===== config.mk =====
export PLATFORM = sky130hd
export DESIGN_NAME = spad_stream_reader
export DESIGN_NICKNAME = d
export VERILOG_FILES = /design/src/rtl/spad_stream_reader.sv
export SDC_FILE = /design/constraint.sdc
export NUM_CORES = 1
export LEC_CHECK = 0
export ABC_AREA = 1
export ABC_CLOCK_PERIOD_IN_PS = 2900
export CORE_ASPECT_RATIO = 1.5
export CORE_UTILIZATION = 25
export CTS_CLUSTER_SIZE = 10
export DETAILED_ROUTE_END_ITERATION = 10
export PLACE_DENSITY_LB_ADDON = 0.25
export SLEW_MARGIN = 30
export SYNTH_ARGS = -nofsm -noshare
export SYNTH_HDL_FRONTEND = slang
export SYNTH_SLANG_ARGS = --single-unit

===== constraint.sdc =====
create_clock -name clk -period 2.9 [get_ports clk]
set_input_delay 0.435 -clock clk [delete_from_list [all_inputs] [get_ports clk]]
set_output_delay 0.435 -clock clk [all_outputs]
set_load 0.005 [all_outputs]

===== src/rtl/spad_stream_reader.sv =====
// Scratchpad burst reader: walks RAM addresses with a stride and streams the
// words out through a 2-entry valid/ready FIFO.
module spad_stream_reader #(
  parameter int DATA_BITWIDTH = 8,
  parameter int ADDR_BITWIDTH = 7
) (
  input  logic                     clk,
  input  logic                     rst,
  input  logic                     start,
  input  logic [ADDR_BITWIDTH-1:0] base_addr,
  input  logic [ADDR_BITWIDTH:0]   length,
  input  logic [ADDR_BITWIDTH-1:0] stride,
  output logic [ADDR_BITWIDTH-1:0] ram_addr,
  input  logic [DATA_BITWIDTH-1:0] ram_q,
  output logic [DATA_BITWIDTH-1:0] out_data,
  output logic                     out_valid,
  input  logic                     out_ready,
  output logic                     busy,
  output logic                     done
);

  typedef enum logic [1:0] {
    IDLE  = 2'd0,
    READ  = 2'd1,
    DRAIN = 2'd2
  } state_e;

  state_e                   state_q, state_d;
  logic [ADDR_BITWIDTH-1:0] addr_q, addr_d;
  logic [ADDR_BITWIDTH:0]   rem_q, rem_d;
  logic [ADDR_BITWIDTH-1:0] stride_q, stride_d;
  logic [1:0]               cnt_q, cnt_d;
  logic [DATA_BITWIDTH-1:0] slot0_q, slot0_d;
  logic [DATA_BITWIDTH-1:0] slot1_q, slot1_d;
  logic                     zdone_q, zdone_d;
  logic                     pop;
  logic                     issue;

  assign pop   = (cnt_q != 2'd0) && out_ready;
  assign issue = (state_q == READ) && ((cnt_q < 2'd2) || pop);

  always_comb begin
    state_d  = state_q;
    addr_d   = addr_q;
    rem_d    = rem_q;
    stride_d = stride_q;
    zdone_d  = 1'b0;
    unique case (state_q)
      IDLE: begin
        if (start) begin
          addr_d   = base_addr;
          rem_d    = length;
          stride_d = stride;
          if (length != '0) state_d = READ;
          else              zdone_d = 1'b1;
        end
      end
      READ: begin
        if (issue) begin
          addr_d = addr_q + stride_q;
          rem_d  = rem_q - 1'b1;
          if (rem_q == (ADDR_BITWIDTH+1)'(1)) state_d = DRAIN;
        end
      end
      DRAIN: begin
        if (cnt_q == 2'd0) state_d = IDLE;
      end
      default: state_d = IDLE;
    endcase
  end

  // Slot 0 is always the head; slot 1 only fills when the head is occupied.
  always_comb begin
    cnt_d   = cnt_q;
    slot0_d = slot0_q;
    slot1_d = slot1_q;
    unique case (1'b1)
      issue && pop: begin
        if (cnt_q == 2'd2) begin
          slot0_d = slot1_q;
          slot1_d = ram_q;
        end else begin
          slot0_d = ram_q;
        end
      end
      issue && !pop: begin
        cnt_d = cnt_q + 2'd1;
        if (cnt_q == 2'd0) slot0_d = ram_q;
        else               slot1_d = ram_q;
      end
      !issue && pop: begin
        cnt_d   = cnt_q - 2'd1;
        slot0_d = slot1_q;
      end
      default: begin
        cnt_d = cnt_q;
      end
    endcase
  end

  always_ff @(posedge clk or posedge rst) begin
    if (rst) begin
      state_q  <= IDLE;
      addr_q   <= '0;
      rem_q    <= '0;
      stride_q <= '0;
      cnt_q    <= 2'd0;
      slot0_q  <= '0;
      slot1_q  <= '0;
      zdone_q  <= 1'b0;
    end else begin
      state_q  <= state_d;
      addr_q   <= addr_d;
      rem_q    <= rem_d;
      stride_q <= stride_d;
      cnt_q    <= cnt_d;
      slot0_q  <= slot0_d;
      slot1_q  <= slot1_d;
      zdone_q  <= zdone_d;
    end
  end

  assign ram_addr  = addr_q;
  assign out_data  = slot0_q;
  assign out_valid = (cnt_q != 2'd0);
  assign busy      = (state_q != IDLE);
  assign done      = zdone_q || ((state_q == DRAIN) && (cnt_q == 2'd0));

endmodule


==> results of run 1 <==
==> per-stage QoR <==
step           setup slack [ps]  cells  cell area (µm²)  hold slack, ps  total power [mW]
6_report                    685    536             3450             492              4.29
5_1_grt                     464    536             3450             519              4.77
4_1_cts                     666    536             3450             495              4.35
3_5_place_dp                397    528             3280             480              3.67
3_3_place_gp                475    528             3280             468              3.63
2_1_floorplan              1010    342             2640             452              2.99
==> synth_stat cells, drive strengths merged (5+ instances only) <==
| cell | count | area [µm²] |
|---|---|---|
| dfrtp | 43 | 1080 |
| mux2 | 7 | 78.8 |
| nand3 | 26 | 130 |
| o21ai | 29 | 160 |
| a31oi | 9 | 56.3 |
| o22ai | 7 | 43.8 |
| inv | 47 | 179 |
| buf | 9 | 60.1 |
| nor2 | 34 | 140 |
| nand2 | 99 | 420 |
| a21oi | 5 | 25.0 |
| ha | 11 | 138 |
==> tightest hold or removal path: stages (launching register included) <==
cell	delay, ps
dfrtp_1	360
o21ai_2	60
nand2_1	50
==> area by class of cell <==
class / instances / area, µm²
sequential: 43 / 1080
timing repair buffer: 54 / 533
fill: 1114 / 6740
multi-input combinational: 242 / 1320
inverter: 48 / 183
tap: 141 / 176
clock buffer: 5 / 125
clock inverter: 3 / 43.8
==> registers in the layout (all words and copies together), names as in the netlist <==
name / count
out_data: 8
rem_q: 8
slot1_q: 8
ram_addr: 7
stride_q: 7
cnt_q: 2
state_q: 2
zdone_q: 1
==> cell families (layout without fill, tap and decap cells) <==
kind of cell	Yosys count	in the layout	share of synthesized area, %
and+or+nand+nor	164	164	27.4
buffers and inverters	57	110	9.21
AOI/OAI and AO/OA	55	55	12.2
DFF	43	43	40.8
adders and majority gates	12	12	5.98
muxes	7	7	2.99
xor gates and xnor gates	4	4	1.33
==> final timing paths <==
check                      cells past startpoint           to  slack, ps      start
setup / recovery                               8   slot1_q[4]        690  out_ready
hold / removal                                 2     rem_q[4]        490   rem_q[4]
setup reg to reg                               9   slot1_q[4]        700   cnt_q[0]
hold reg to reg                                2     rem_q[4]        490   rem_q[4]
max in group asynchronous                      3      zdone_q       1910        rst
min in group asynchronous                      3  out_data[3]        600        rst
==> per-layer routing <==
layer	global-route usage (%)	vias up
met5	0	-
met4	3.53	0
met3	3.16	6
met2	22.4	44
met1	14.5	1063
li1	-	1200
==> where the power goes <==
part | total [mW] | leakage [nW] | internal (mW) | switching, mW
combinational | 2.50 | 1.04 | 1.07 | 1.44
clock | 0.657 | 0.0838 | 0.407 | 0.251
sequential | 1.13 | 0.516 | 0.921 | 0.205
total | 4.29 | 1.64 | 2.39 | 1.89
==> flow_summary.yaml, run 1 <==
sta:
  min_period_over_period_pct: 76.4
  setup_violations: 0
  skew_ps: 5.64
  slew_viol_final: 0
  fin_crit_ps: 2210
  rsz0062_at_grt: "false"
  max_freq_mhz: 451
  hold_violations: 0
  slew_headroom_pct: 41.6
  worst_pin_slew_ps: 870
  setup_tns_ps: 0
power_and_ir_drop:
  leakage_nw: 1.64
  p_per_area_mw_per_mm2: 1240
  irDropWorstVdd_uv: 497
setup_path:
  cp_slowest_stage_delay_ps: 690
  required_ps: 3030
  crit_family: "compound AO/OA/AOI/OAI gates"
  cp_max_fo: 16
  arrival_ps: 2340
  path_common_cell: "nand2_4"
  crit_path_top_delay_cell: "o21ai_1"
  crit_type: "in2reg"
  cp_cell_sequence: "clkdlybuf4s50_1, nand2_4, nand2_2, nand2_4, inv_1, ha_1, o21ai_1, o21ai_0"
  start_kind: "primary input"
  cp-end-kind: "flop"
  crit_buf_inv: 2
die:
  io_pins: 52
  die_w_um: 85.8
  std_cell_rows: 45
  die_height_um: 128
  core_area_mm2: 0.0102
  die-area_mm2: 0.0110
  start_util_pct: 25.9
global_route:
  antenna_found_initial: 0
  grt_pass1_wl_um: 10800
  grt_overflow: 0
  track_usage_pct: 12.5
  grt_pass1_vias: 2299
  grt_max_degree: 44
cts:
  post_cts_resized: 0
  cts_num_sinks: 43
  clockRootBuffer: "clkbuf_16"
  post-cts-setup-buffers: 0
  clkTransAtPathRegs_ps: 60
  cts_hold_buf: 0
  clockBufferDepth: 2
  clk_latency_ps: 290
  cts-buffers-inserted: 5
  tritoncts: "yes"
  htreeDepth: 2
routing:
  first_iter_violations: 101
  drc: 0
  top_layer: "met4"
  wl_met2_um: 3190
  vias_per_cell: 4.32
  vias: 2313
  ant_nets: 0
  wl_met1_um: 2690
  dr_wl_met3_um: 304
  drt-total-wl_um: 6260
  drt_first_pass_iters: 4
  wl_per_cell_um: 11.7
synth:
  synth_cell_type_count: 34
  syn_inst: 342
  synth_flop_cell: "dfrtp_1"
  ys_seq_elements: 43
  yosysSeqAreaShare_pct: 40.8
  synth_edf_count: 0
  syn_area_mm2: 0.00264
  yosysWarnings: 0
  async_flop_share_pct: 100
  synth_fp_nets: 388
  synth.avg_cell_area_um2: 7.70
cells_and_area:
  syn2layout_area_growth_pct: 31.1
  fin_util_pct: 33.9
  antenna_cells: 0
  nNetsFinal: 440
  drive_gt1_share_pct: 8.86
  final_cell_mix: "93 x nand2_1, 51 x clkdlybuf4s50_1, 43 x inv_1, 43 x dfrtp_1, 31 x nor2_1"
  layout_commonest_cell: "nand2_1"
job:
  cap_violations: 0
run_status:
  status: "finished clean"
min_path:
  min_path_type: "reg2reg"
place:
  io_buffers: 51
  place_congestion: 0.809
  dpl.hpwl_um: 4650
No activity file was read; power rests on OpenSTA's default activity.
==> run 2: changes to the inputs <==
Settings changed: ABC_CLOCK_PERIOD_IN_PS 2900 to 2050.
Clock period 2.9 ns to 2.05 ns, I/O delays scaled along.
==> run 2 against run 1 <==
Global-route usage up 0.11 points; wire length up 3.2%; critical endpoint is now done; register-to-register slack worse by 490 ps; non-clock buffer count up 3; worst hold slack worse by 100 ps.
==> flow_summary.yaml, run 2 (synthesized netlist as in run 1, its figures left out) <==
run_status:
  status: "finished clean"
cells_and_area:
  finalInstanceArea_mm2: 0.00348
  layout_commonest_cell: "nand2_1"
  antenna_cells: 0
  drive_gt1_share_pct: 9.32
  final_cell_mix: "93 x nand2_1, 51 x clkdlybuf4s50_1, 43 x inv_1, 43 x dfrtp_1, 31 x nor2_1"
  syn2layout_area_growth_pct: 31.9
  nNetsFinal: 443
  finalNonFillerCells: 538
routing:
  vias: 2322
  wl_per_cell_um: 12.0
  drc: 0
  drt_first_pass_iters: 4
  vias_per_cell: 4.32
  first_iter_violations: 113
  ant_nets: 0
  drt-total-wl_um: 6470
sta:
  max_freq_mhz: 531
  hold_violations: 0
  slew_viol_final: 0
  min_period_over_period_pct: 91.9
  rsz0062_at_grt: "false"
  slew_headroom_pct: 71.7
  skew_ps: 4.22
  setup_violations: 0
  fin_crit_ps: 1880
  holdWs_ps: 388
  setup_tns_ps: 0
  worst_pin_slew_ps: 422
global_route:
  grt_overflow: 0
  grt_pass1_vias: 2369
  grt_max_degree: 44
  grt_pass1_wl_um: 10900
  antenna_found_initial: 0
  track_usage_pct: 12.6
job:
  cap_violations: 0
power_and_ir_drop:
  irDropWorstVdd_uv: 703
  finalPower_mw: 6.11
  p_per_area_mw_per_mm2: 1760
  leakage_nw: 1.66
cts:
  tritoncts: "yes"
  cts-buffers-inserted: 5
  cts_num_sinks: 43
  clockRootBuffer: "clkbuf_16"
  clk_latency_ps: 280
  cts_hold_buf: 0
  htreeDepth: 2
  clockBufferDepth: 2
  clkTransAtPathRegs_ps: 60
place:
  io_buffers: 51
  dpl.hpwl_um: 4760
  place_congestion: 0.795
  dp.cells: 531
  placed_area_mm2: 0.00333
die:
  die-area_mm2: 0.0110
  die_w_um: 85.8
  die_height_um: 128
  io_pins: 52
  start_util_pct: 25.9
  std_cell_rows: 45
  core_area_mm2: 0.0102
setup_path:
  r2r-start: "cnt_q[0]"
  cp_max_fo: 5
  arrival_ps: 1580
  r2r_setup_slack_ps: 210
  r2r-end: "out_data[4]"
  reg2regPathDepth: 11
  cp-end-kind: "output port"
  crit_type: "reg2out"
  required_ps: 1740
  start_kind: "flop"
min_path:
  min_path_type: "in2async"
## run 2: changes by cell type in the layout (fill, tap and decap cells not counted), sizes merged
cell    previous run  this run
buf                3         6
bufinv             1         0
clkbuf             5         6
clkinv             3         2
## run 2: repair_timing
action                     in CTS  in global routing
setup endpoints to repair       0                  5
gates resized for setup         0                  2
setup buffers                   0                  0
## run 2: area by class of cell
type | instances | area, µm²
timing repair buffer | 57 | 581
inverter | 48 | 183
clock inverter | 1 | 5.00
clock buffer | 6 | 139
sequential | 43 | 1080
multi-input combinational | 242 | 1320
fill | 1063 | 6720
tap | 141 | 176
## run 2: through the flow
step | util, % | worst slack, ps
after CTS | 34.1 | 124
final | 34.1 | 167
after detailed placement | 32.7 | 9.77
after global placement | 32.7 | 82.5
after global routing | 34.1 | 34.5
after floorplan | - | 156
## run 2: worst max-delay path, cell delays in order (launching register included)
cell             delay, ps
dfrtp_1                430
inv_2                  110
nand2_4                 90
o21bai_1               150
clkdlybuf4s50_1        520
## run 2: how the worst max path moves through the flow
stage	slack (ps)	end	start
6_report	170	done	cnt_q[0]
5_1_grt	30	slot1_q[6]	cnt_q[0]
4_1_cts	120	done	cnt_q[0]
3_5_place_dp	10	slot1_q[0]	out_ready
3_3_place_gp	80	slot1_q[6]	out_ready
2_1_floorplan	160	out_data[0]	cnt_q[0]
## run 2: power breakdown
| group | internal [mW] | switching [mW] | leakage [nW] |
|---|---|---|---|
| Clock | 0.477 | 0.339 | 0.0727 |
| Combinational | 1.61 | 2.09 | 1.07 |
| Sequential | 1.30 | 0.290 | 0.516 |
| Total | 3.39 | 2.72 | 1.66 |
## run 2: routing by layer
layer	vias up	share of wire, %	GRT usage, %
met5	-	0	0
met4	0	0.94	3.92
met2	52	53	23.9
met3	4	4.5	2.70
met1	1060	42	13.7
li1	1206	-	-
